`config.mk`:
```
export PLATFORM = sky130hd
export DESIGN_NAME = vm_dispense_ctrl
export DESIGN_NICKNAME = d
export VERILOG_FILES = /design/src/rtl/vm_pkg.sv /design/src/rtl/vm_evt_fifo.sv /design/src/rtl/vm_dispense_ctrl.sv
export SDC_FILE = /design/constraint.sdc
export NUM_CORES = 1
export LEC_CHECK = 0
export ABC_AREA = 1
export CORE_MARGIN = 2
export CORE_UTILIZATION = 45
export CTS_BUF_LIST = sky130_fd_sc_hd__clkbuf_4 sky130_fd_sc_hd__clkbuf_8
export DETAILED_ROUTE_END_ITERATION = 10
export GPL_ROUTABILITY_DRIVEN = 1
export PLACE_DENSITY = 0.65
export SLEW_MARGIN = 20
export SYNTH_ARGS = -nofsm -noshare
export SYNTH_HDL_FRONTEND = slang
export SYNTH_SLANG_ARGS = --single-unit
```
`constraint.sdc`:
```
create_clock -name clk -period 2 [get_ports clk]
set_input_delay 0.2 -clock clk [delete_from_list [all_inputs] [get_ports clk]]
set_output_delay 0.2 -clock clk [all_outputs]
set_load 0.03 [all_outputs]
```
`src/rtl/vm_pkg.sv`:
```
// rtl/vm_pkg.sv - shared types and constants for the vending dispense controller
package vm_pkg;

  localparam logic [1:0] R0  = 2'b00;
  localparam logic [1:0] R5  = 2'b01;
  localparam logic [1:0] R10 = 2'b10;
  localparam logic [1:0] R15 = 2'b11;

  localparam int TK_PER_COIN = 5;

  typedef enum logic [1:0] {
    S_IDLE,
    S_VEND,
    S_CHANGE,
    S_FAULT
  } state_t;

  typedef struct packed {
    logic       purchase;
    logic [1:0] ret;
  } evt_t;

  // Number of 5 TK coins to eject for a change code.
  function automatic logic [1:0] coins_for(input logic [1:0] code);
    case (code)
      R5:      coins_for = 2'd1;
      R10:     coins_for = 2'd2;
      R15:     coins_for = 2'd3;
      default: coins_for = 2'd0;
    endcase
  endfunction

endpackage

```
`src/rtl/vm_evt_fifo.sv`:
```
// rtl/vm_evt_fifo.sv - event queue; a push into a full queue succeeds when a pop happens in the same cycle
module vm_evt_fifo
  import vm_pkg::*;
#(
  parameter int QDEPTH = 4
) (
  input  logic clk,
  input  logic reset,
  input  logic push,
  input  evt_t din,
  input  logic pop,
  output evt_t dout,
  output logic full,
  output logic empty
);

  localparam int AW = $clog2(QDEPTH);

  evt_t           mem [QDEPTH];
  logic [AW-1:0]  wr_ptr;
  logic [AW-1:0]  rd_ptr;
  logic [AW:0]    cnt;
  logic           do_push;
  logic           do_pop;

  assign empty   = (cnt == '0);
  assign full    = (cnt == (AW+1)'(QDEPTH));
  assign do_pop  = pop & ~empty;
  assign do_push = push & (~full | do_pop);
  assign dout    = mem[rd_ptr];

  always_ff @(posedge clk or negedge reset) begin
    if (!reset) begin
      wr_ptr <= '0;
      rd_ptr <= '0;
      cnt    <= '0;
    end else begin
      if (do_push) wr_ptr <= wr_ptr + 1'b1;
      if (do_pop)  rd_ptr <= rd_ptr + 1'b1;
      cnt <= cnt + {{AW{1'b0}}, do_push} - {{AW{1'b0}}, do_pop};
    end
  end

  always_ff @(posedge clk) begin
    if (do_push) mem[wr_ptr] <= din;
  end

endmodule

```
`src/rtl/vm_dispense_ctrl.sv`:
```
// rtl/vm_dispense_ctrl.sv - queues vend/change events and drives dispenser and coin ejector handshakes
// Optional VM_COIN_COUNT_EN adds saturating vend_count/coin_count outputs.
module vm_dispense_ctrl
  import vm_pkg::*;
#(
  parameter int QDEPTH  = 4,
  parameter int TIMEOUT = 1000
) (
  input  logic        clk,
  input  logic        reset,
  input  logic        purchase,
  input  logic [1:0]  ret,
  output logic        vend_req,
  input  logic        vend_done,
  output logic        coin_eject,
  input  logic        coin_ack,
  input  logic        fault_clr,
  output logic        busy,
  output logic        fault,
  output logic        overflow
`ifdef VM_COIN_COUNT_EN
  ,
  output logic [15:0] vend_count,
  output logic [15:0] coin_count
`endif
);

  localparam int TW = $clog2(TIMEOUT + 1);

  state_t          state;
  evt_t            evt_in;
  evt_t            head;
  logic            push;
  logic            pop;
  logic            full;
  logic            empty;
  logic [1:0]      coins;
  logic [TW-1:0]   timer;
  logic            timeout_hit;

  assign evt_in.purchase = purchase;
  assign evt_in.ret      = ret;
  assign push            = purchase | (ret != R0);
  assign pop             = (state == S_IDLE) & ~empty;
  assign busy            = (state != S_IDLE) | ~empty;
  assign timeout_hit     = (timer == TW'(TIMEOUT - 1));

  vm_evt_fifo #(.QDEPTH(QDEPTH)) u_fifo (
    .clk   (clk),
    .reset (reset),
    .push  (push),
    .din   (evt_in),
    .pop   (pop),
    .dout  (head),
    .full  (full),
    .empty (empty)
  );

  always_ff @(posedge clk or negedge reset) begin
    if (!reset) begin
      state      <= S_IDLE;
      vend_req   <= 1'b0;
      coin_eject <= 1'b0;
      fault      <= 1'b0;
      overflow   <= 1'b0;
      coins      <= '0;
      timer      <= '0;
    end else begin
      overflow <= (overflow & ~fault_clr) | (push & full & ~pop);
      case (state)
        S_IDLE: begin
          if (!empty) begin
            coins <= coins_for(head.ret);
            timer <= '0;
            if (head.purchase) begin
              state    <= S_VEND;
              vend_req <= 1'b1;
            end else if (head.ret != R0) begin
              state      <= S_CHANGE;
              coin_eject <= 1'b1;
            end
          end
        end
        S_VEND: begin
          // A done arriving on the expiry cycle still counts as success.
          if (vend_done) begin
            vend_req <= 1'b0;
            timer    <= '0;
            if (coins != 2'd0) begin
              state      <= S_CHANGE;
              coin_eject <= 1'b1;
            end else begin
              state <= S_IDLE;
            end
          end else if (timeout_hit) begin
            state    <= S_FAULT;
            vend_req <= 1'b0;
            fault    <= 1'b1;
          end else begin
            timer <= timer + 1'b1;
          end
        end
        S_CHANGE: begin
          if (!coin_eject) begin
            coin_eject <= 1'b1;
            timer      <= '0;
          end else if (coin_ack) begin
            coin_eject <= 1'b0;
            coins      <= coins - 2'd1;
            if (coins == 2'd1) state <= S_IDLE;
          end else if (timeout_hit) begin
            state      <= S_FAULT;
            coin_eject <= 1'b0;
            fault      <= 1'b1;
          end else begin
            timer <= timer + 1'b1;
          end
        end
        S_FAULT: begin
          if (fault_clr) begin
            state <= S_IDLE;
            fault <= 1'b0;
          end
        end
        default: state <= S_IDLE;
      endcase
    end
  end

`ifdef VM_COIN_COUNT_EN
  always_ff @(posedge clk or negedge reset) begin
    if (!reset) begin
      vend_count <= '0;
      coin_count <= '0;
    end else begin
      if ((state == S_VEND) && vend_req && vend_done && (vend_count != 16'hFFFF))
        vend_count <= vend_count + 16'd1;
      if ((state == S_CHANGE) && coin_eject && coin_ack && (coin_count != 16'hFFFF))
        coin_count <= coin_count + 16'd1;
    end
  end
`endif

endmodule
```
Yosys cells after proc, flatten, opt, wreduce, memory -nomap -nowiden

Memories as Yosys holds them, arrays and structs flattened.
Index checks and enable logic that the tools add are counted.
W data, S select, Z words.

Equal/unequal tests: 24
Multiplexer cells: 44
Reduce and logical (&&, ||, !) cells: 16
Add/subtract/negate cells: 6
Bitwise gates (word level): 14

Operators by type and width:

| kind                    | number |
|---|---|
| $mux W10                | 5 |
| $pmux W10 S3            | 1 |
| $mux W2                 | 13 |
| $ne A2 B2 Y1 const B    | 10 |
| $mux W1                 | 19 |
| $reduce_bool A2 Y1      | 6 |
| $add A10 B1 Y10 const B | 1 |
| $eq A10 B10 Y1 const B  | 1 |
| $reduce_and A5 Y1       | 2 |
| $ne A3 B3 Y1 const B    | 3 |
| $eq A2 B2 Y1 const B    | 4 |
| $pmux W2 S4             | 1 |
| $reduce_and A4 Y1       | 2 |
| $and A1 B1 Y1           | 6 |
| $eq A2 B1 Y1 const B    | 3 |
| $pmux W1 S3             | 2 |
| $pmux W2 S3             | 1 |
| $reduce_and A6 Y1       | 1 |
| $reduce_bool A3 Y1      | 2 |
| $add A2 B1 Y2 const B   | 2 |
| $not A1 Y1              | 4 |
| $or A1 B1 Y1            | 4 |
| $pmux W2 S2             | 1 |
| $add A3 B1 Y3           | 1 |
| 9 further kinds         | 9 |

Bits in writable memories: 12
Logic and storage cells: 115
Input port bits: 8
Bits in registers: 25
Memories: 1

Memory list:

| name       | depth | bits a word | rd ports | clocked after memory_dff | wr ports | line              | source |
|---|---|---|---|---|---|---|---|
| u_fifo.mem | 4     | 3           | 1        | 0                        | 1        | vm_evt_fifo.sv:19 | `evt_t mem [QDEPTH];` |

Longest topological paths before layout

Word-level depth: 8
Depth in mapped cells: 11
Gate-level depth less buffers: 11

Hierarchy

From an unflattened synthesis, not the netlist that was laid out.

Cells, all modules: 280
Area, all modules: 2248.4 um2

Modules (own cells, without submodules):

| module           | times used | area each (um2) | cells each |
|---|---|---|---|
| vm_dispense_ctrl | 1          | 1328.8          | 191 |
| vm_evt_fifo      | 1          | 919.6           | 89 |

Worst setup path before layout

No wires, ideal clock.

Kind: reg2reg
Start point: reg state[1]
End point: reg u_fifo.cnt[2]
Path slack: -0.168 ns
Data arrival time: 2.039 ns
Required time: 1.871 ns
Setup time: 0.129 ns
Cell stages (with the launch flop): 12
Cells stage by stage: dfrtp_1 inv_1 ha_1 nand2_1 inv_1 ha_1 inv_1 ha_1 inv_1 fa_1 xnor2_1 xor2_1

Cells in the longest elaborated chain, start to end: 7

Ends and longest elaborated chain:

| what                   | line                   | source |
|---|---|---|
| start, declared        | vm_dispense_ctrl.sv:30 | `state_t state;` |
| start signal, assigned | vm_dispense_ctrl.sv:61 | `state <= S_IDLE;` |
| start signal, assigned | vm_dispense_ctrl.sv:76 | `state <= S_VEND;` |
| start signal, assigned | vm_dispense_ctrl.sv:79 | `state <= S_CHANGE;` |
| $logic_not A2 Y1 (*)   | vm_dispense_ctrl.sv:44 | `assign pop = (state == S_IDLE) & ~empty;` |
| $and A1 B1 Y1 (*)      | vm_dispense_ctrl.sv:44 |  |
| $and A1 B1 Y1 (*)      | vm_evt_fifo.sv:28      | `assign do_pop = pop & ~empty;` |
| via u_fifo.do_pop      | vm_evt_fifo.sv:24      | `logic do_pop;` |
| $or A1 B1 Y1           | vm_evt_fifo.sv:29      | `assign do_push = push & (~full \| do_pop);` |
| $and A1 B1 Y1          | vm_evt_fifo.sv:29      |  |
| $add A3 B1 Y3          | vm_evt_fifo.sv:40      | `cnt <= cnt + {{AW{1'b0}}, do_push} - {{AW{1'b0}}, do_pop};` |
| $sub A3 B1 Y3 (*)      | vm_evt_fifo.sv:40      |  |
| end signal, assigned   | vm_evt_fifo.sv:40      |  |
| end, declared          | vm_evt_fifo.sv:22      | `logic [AW:0] cnt;` |

The timed path passes the listed nets; every way through them passes the cells marked *.
A chain may end at the register's enable or synchronous reset.

Worst setup path after layout

Same ends and word-level chain as after synthesis.

==> metrics list <==
- Initial antenna violation count: 0
- DRT Wirelength: between 4 and 5 mm
* Cell types occupying the most area after synthesis: sky130_fd_sc_hd__dfrtp_1 (28%), sky130_fd_sc_hd__edfxtp_1 (16%), sky130_fd_sc_hd__nand2_1 (10%)
- The tightest min-delay check is of the in -> async type.
- The clock reaches the later pin of the worst-skew pair after approximately 0.29 ns.
- Mean Syn Cell Area: approximately 8.5 um^2
* Period utilization: 97.7%
- Worst hold slack: 0.273 ns
- Derived from the worst setup path, the maximum achievable clock frequency is around 0.51 GHz.
* Final hold violation count: 0
* Layout area overhead: 24.1%
- TritonCTS built the clock tree.
* Top cell type by total area after synthesis: sky130_fd_sc_hd__dfrtp_1
* Die width: 74.0 um
- Type of destination of the critical path: flop
* Final-stage net count: 321
- CTS saw 37 sinks.
- Power spread over the standard cell area amounts to 1570 nW/um^2.
- Clock Skew: 0.00806 ns
- Clock root buffer master: sky130_fd_sc_hd__clkbuf_8
- Detailed placement ended at an HPWL of 3.24 mm.
* DRC Markers: 0
* GRT Residual Overflow: 0
* Count of routing violations after the opening detailed-route iteration: 59
- The count of nets left with antenna violations once routing finished came out at 0.
- Internal power: approximately 0.0024 W
- Number of flops mapped to enable cells by yosys: 12
- Buffers inserted to repair hold after CTS numbered 0.
- Synthesized cell area: between 2000 and 2500 um^2
- Flip-flop and latch count after synthesis: 37
- Primary flip-flop cell chosen by synthesis mapping: sky130_fd_sc_hd__dfrtp_1
- Global-route wire length before repair: between 7 and 8 mm
- Per report_power, the sequential group accounts for 28.8% of the total.
- Static Leak: 1.32 nW
* 1st-pass router iterations: 4
* Share of synthesized flip-flops with an asynchronous set or reset: 67.6%
- Among all stages on the critical path, the largest delay is contributed by sky130_fd_sc_hd__dfrtp_1.
- At the pin with the least slew margin, the transition time is 0.359 ns.
- In this run, distinct cell masters in the synthesized netlist total 32.
* Maximum capacitance violations: 0
- Largest stage delay, worst path: 0.40 ns
- Routability-driven placement finished with a final weighted congestion of 0.831.
- Across the whole layout, storage elements account for 986 um^2.
- Global routing consumed, over all layers together, 18.6% of the routing resources.
- Via count of the routed design: 1689
- The final max-slew violation count came to 0.
- The clock tree synthesis step divided the H-tree into 2 levels.
* Switching component of the power: 0.00185 W
- After synthesis, the most frequently instantiated cells are sky130_fd_sc_hd__nand2_1 (59), sky130_fd_sc_hd__inv_1 (38), sky130_fd_sc_hd__nor2_1 (28).
* Number of buffers inserted during clock tree synthesis: 5
- In this run the core area contains 25 standard-cell rows.
- Relative max-transition margin: 76.1%
- Crit path launch type: flop
* Post-Syn Instances: 258
- Setup violations remaining at the end of the flow were counted as 0.
- Pin placement for this block handled 13 I/O pins.
* Peak supply drop: 0.666 mV
- Area of the die: between 5000 and 6000 um^2
- Arrival time of data at the critical path endpoint: between 2 and 2.5 ns
- Data on the critical path is required at its endpoint by 2.18 ns.
* Proportion of netlist area held by the largest area contributor: 28.4%
- After detailed routing, the average wire length per cell comes to ~12 um.
* Multi-input combinational cell area: around 1100 um^2
* Starting utilization of the core area: 46.7%
- Switching power share of the total: 43.1%
- The most common cell in the synthesized netlist is sky130_fd_sc_hd__nand2_1.
- Of the total power, the clock network draws 15.6%.
* Register clock-pin slew on the reported worst setup and hold paths: 0.08 ns
- Of all nets on the critical path, the largest fanout is 3.
- Run status: completed
* Pin count of the biggest net entering global routing: 26
* Combinational cell fraction of total power: a little under three fifths
- Cell breakdown of the critical path: inv_2 -> ha_4 -> nand2_2 -> inv_2 -> ha_4 -> inv_4 -> ha_4 -> inv_2 -> fa_2 -> xnor2_2 -> xor2_1
- 0 antenna diodes ended up in the layout.
- Period minus WS final: 1.95 ns
- In the routed layout, each cell is associated on average with a via count of approximately 4.6.
- The layout has 422 filler cells.
- Seq/Total Area, Yosys: 44.7%
- Area after detailed placement: around 2500 um^2
- After floorplanning, the core was sized to cover 4720 um^2.
- The number of global-route vias before repair was 1706.
- Post-Syn Nets: 282
- Setup repair after global routing could not meet its margin everywhere.
- The setup path with the least slack is of type reg -> reg.
* Post-route cell area: around 2700 um^2
- Die height: 74.0 um
* Share of post-route cells with drive strength above 1: 23.8%
- During placement, the flow inserted port buffers numbering 12.
- Yosys synthesis warning count: 0
- In this run the deepest clock path goes through 2 buffers.
==> per-stage QoR <==
step	cells	util [%]	setup slack (ns)	setup TNS (ns)	total power, W
floorplan	258	-	0.00987	0	0.00273
finish	365	58.0	0.0466	0	0.00429
CTS	364	57.2	0.0150	0	0.00417
global placement	350	53.3	0.0721	0	0.00326
global route	365	58.0	-0.0158	-0.0158	0.00469
detailed placement	350	53.3	-0.0185	-0.0185	0.00331
==> cell families after synthesis <==
| family | after synthesis | synth area share [%] |
|---|---|---|
| flops | 37 | 44.7 |
| xor+xnor | 6 | 2.38 |
| buf+inv | 46 | 8.51 |
| fa+ha+maj | 16 | 9.42 |
| simple gates | 128 | 28.6 |
| compound gates | 25 | 6.35 |
==> state kept, by name (all words and copies together) (netlist names), 2 cells and up <==
register	count
u_fifo.mem	12
u_fifo.cnt	3
u_fifo.rd_ptr	2
coins	2
state	2
u_fifo.wr_ptr	2
timer	10
==> routing by layer <==
metal | vias up | GRT usage (%) | share of wire (%)
met4 | 0 | 5.45 | 1.0
met2 | 14 | 31.4 | 49
li1 | 891 | - | -
met1 | 778 | 23.8 | 47
met5 | - | 0 | 0
met3 | 6 | 4.61 | 2.2
==> power groups by stage <==
| stage | logic, W | clock network, W | registers [W] |
|---|---|---|---|
| finish | 0.00238 | 0.000669 | 0.00124 |
| global route | 0.00272 | 0.000705 | 0.00127 |
| CTS | 0.00227 | 0.000677 | 0.00123 |
| detailed placement | 0.00206 | 0 | 0.00125 |
| global placement | 0.00203 | 0 | 0.00124 |
| floorplan | 0.00146 | 0 | 0.00126 |
==> critical path, delay by kind of cell (launching register included) <==
kind                       cells  cell delay [ns]
and+or+nand+nor                1             0.07
adders and majority gates      4             0.83
xor gates and xnor gates       2             0.29
DFF                            1             0.40
buffers and inverters          4             0.24
==> worst paths after layout <==
check / startpoint / depth (start not counted) / slack [ns] / to
setup reg to reg: state[1]$_DFFE_PN0P_ / 11 / 0.05 / u_fifo.cnt[2]$_DFF_PN0_
max in group asynchronous: reset / 2 / 1.46 / timer[7]$_DFFE_PN0P_
setup / recovery: state[1]$_DFFE_PN0P_ / 11 / 0.05 / u_fifo.cnt[2]$_DFF_PN0_
hold reg to reg: vend_req$_DFFE_PN0P_ / 2 / 0.50 / vend_req$_DFFE_PN0P_
min in group clk: vend_req$_DFFE_PN0P_ / 2 / 0.50 / vend_req$_DFFE_PN0P_
hold / removal: reset / 2 / 0.27 / u_fifo.rd_ptr[1]$_DFFE_PN0P_
==> repair_timing <==
action                     in CTS  in global routing
hold endpoints to repair        0                  0
pin swaps                       5                  6
setup endpoints to repair       1                  2
resized for setup               8                  6
buffers inserted                6                  1
==> cell type report <==
| class | instances | share of cell area (%) |
|---|---|---|
| multi-input combinational | 175 | 40.1 |
| sequential | 37 | 36.0 |
| timing repair buffer | 33 | 10.1 |
| inverter | 45 | 6.54 |
| tap | 67 | 3.06 |
| clock buffer | 5 | 2.51 |
| clock inverter | 3 | 1.69 |
==> cells in the final DEF (no fill, tap or decap), types with 2 or more instances in the layout <==
cell / instances
sky130_fd_sc_hd__inv_1: 32
sky130_fd_sc_hd__nor3_2: 2
sky130_fd_sc_hd__inv_2: 10
sky130_fd_sc_hd__nor2_1: 28
sky130_fd_sc_hd__o22ai_1: 2
sky130_fd_sc_hd__nand2_1: 57
sky130_fd_sc_hd__xor2_1: 4
sky130_fd_sc_hd__nand3_4: 3
sky130_fd_sc_hd__nand4_1: 3
sky130_fd_sc_hd__dfrtp_1: 25
sky130_fd_sc_hd__nor2_4: 4
sky130_fd_sc_hd__inv_4: 2
sky130_fd_sc_hd__nor3_1: 3
sky130_fd_sc_hd__o21ai_1: 8
sky130_fd_sc_hd__nor2_2: 2
sky130_fd_sc_hd__nand3_1: 14
sky130_fd_sc_hd__ha_1: 12
sky130_fd_sc_hd__o21ai_0: 7
sky130_fd_sc_hd__nand3_2: 3
sky130_fd_sc_hd__a21oi_1: 4
sky130_fd_sc_hd__a21oi_2: 2
sky130_fd_sc_hd__edfxtp_1: 12
sky130_fd_sc_hd__buf_4: 21
sky130_fd_sc_hd__ha_4: 3
sky130_fd_sc_hd__nand2_2: 6
sky130_fd_sc_hd__clkbuf_8: 5
sky130_fd_sc_hd__clkdlybuf4s50_1: 11
Power figures use the tool's default switching activity.
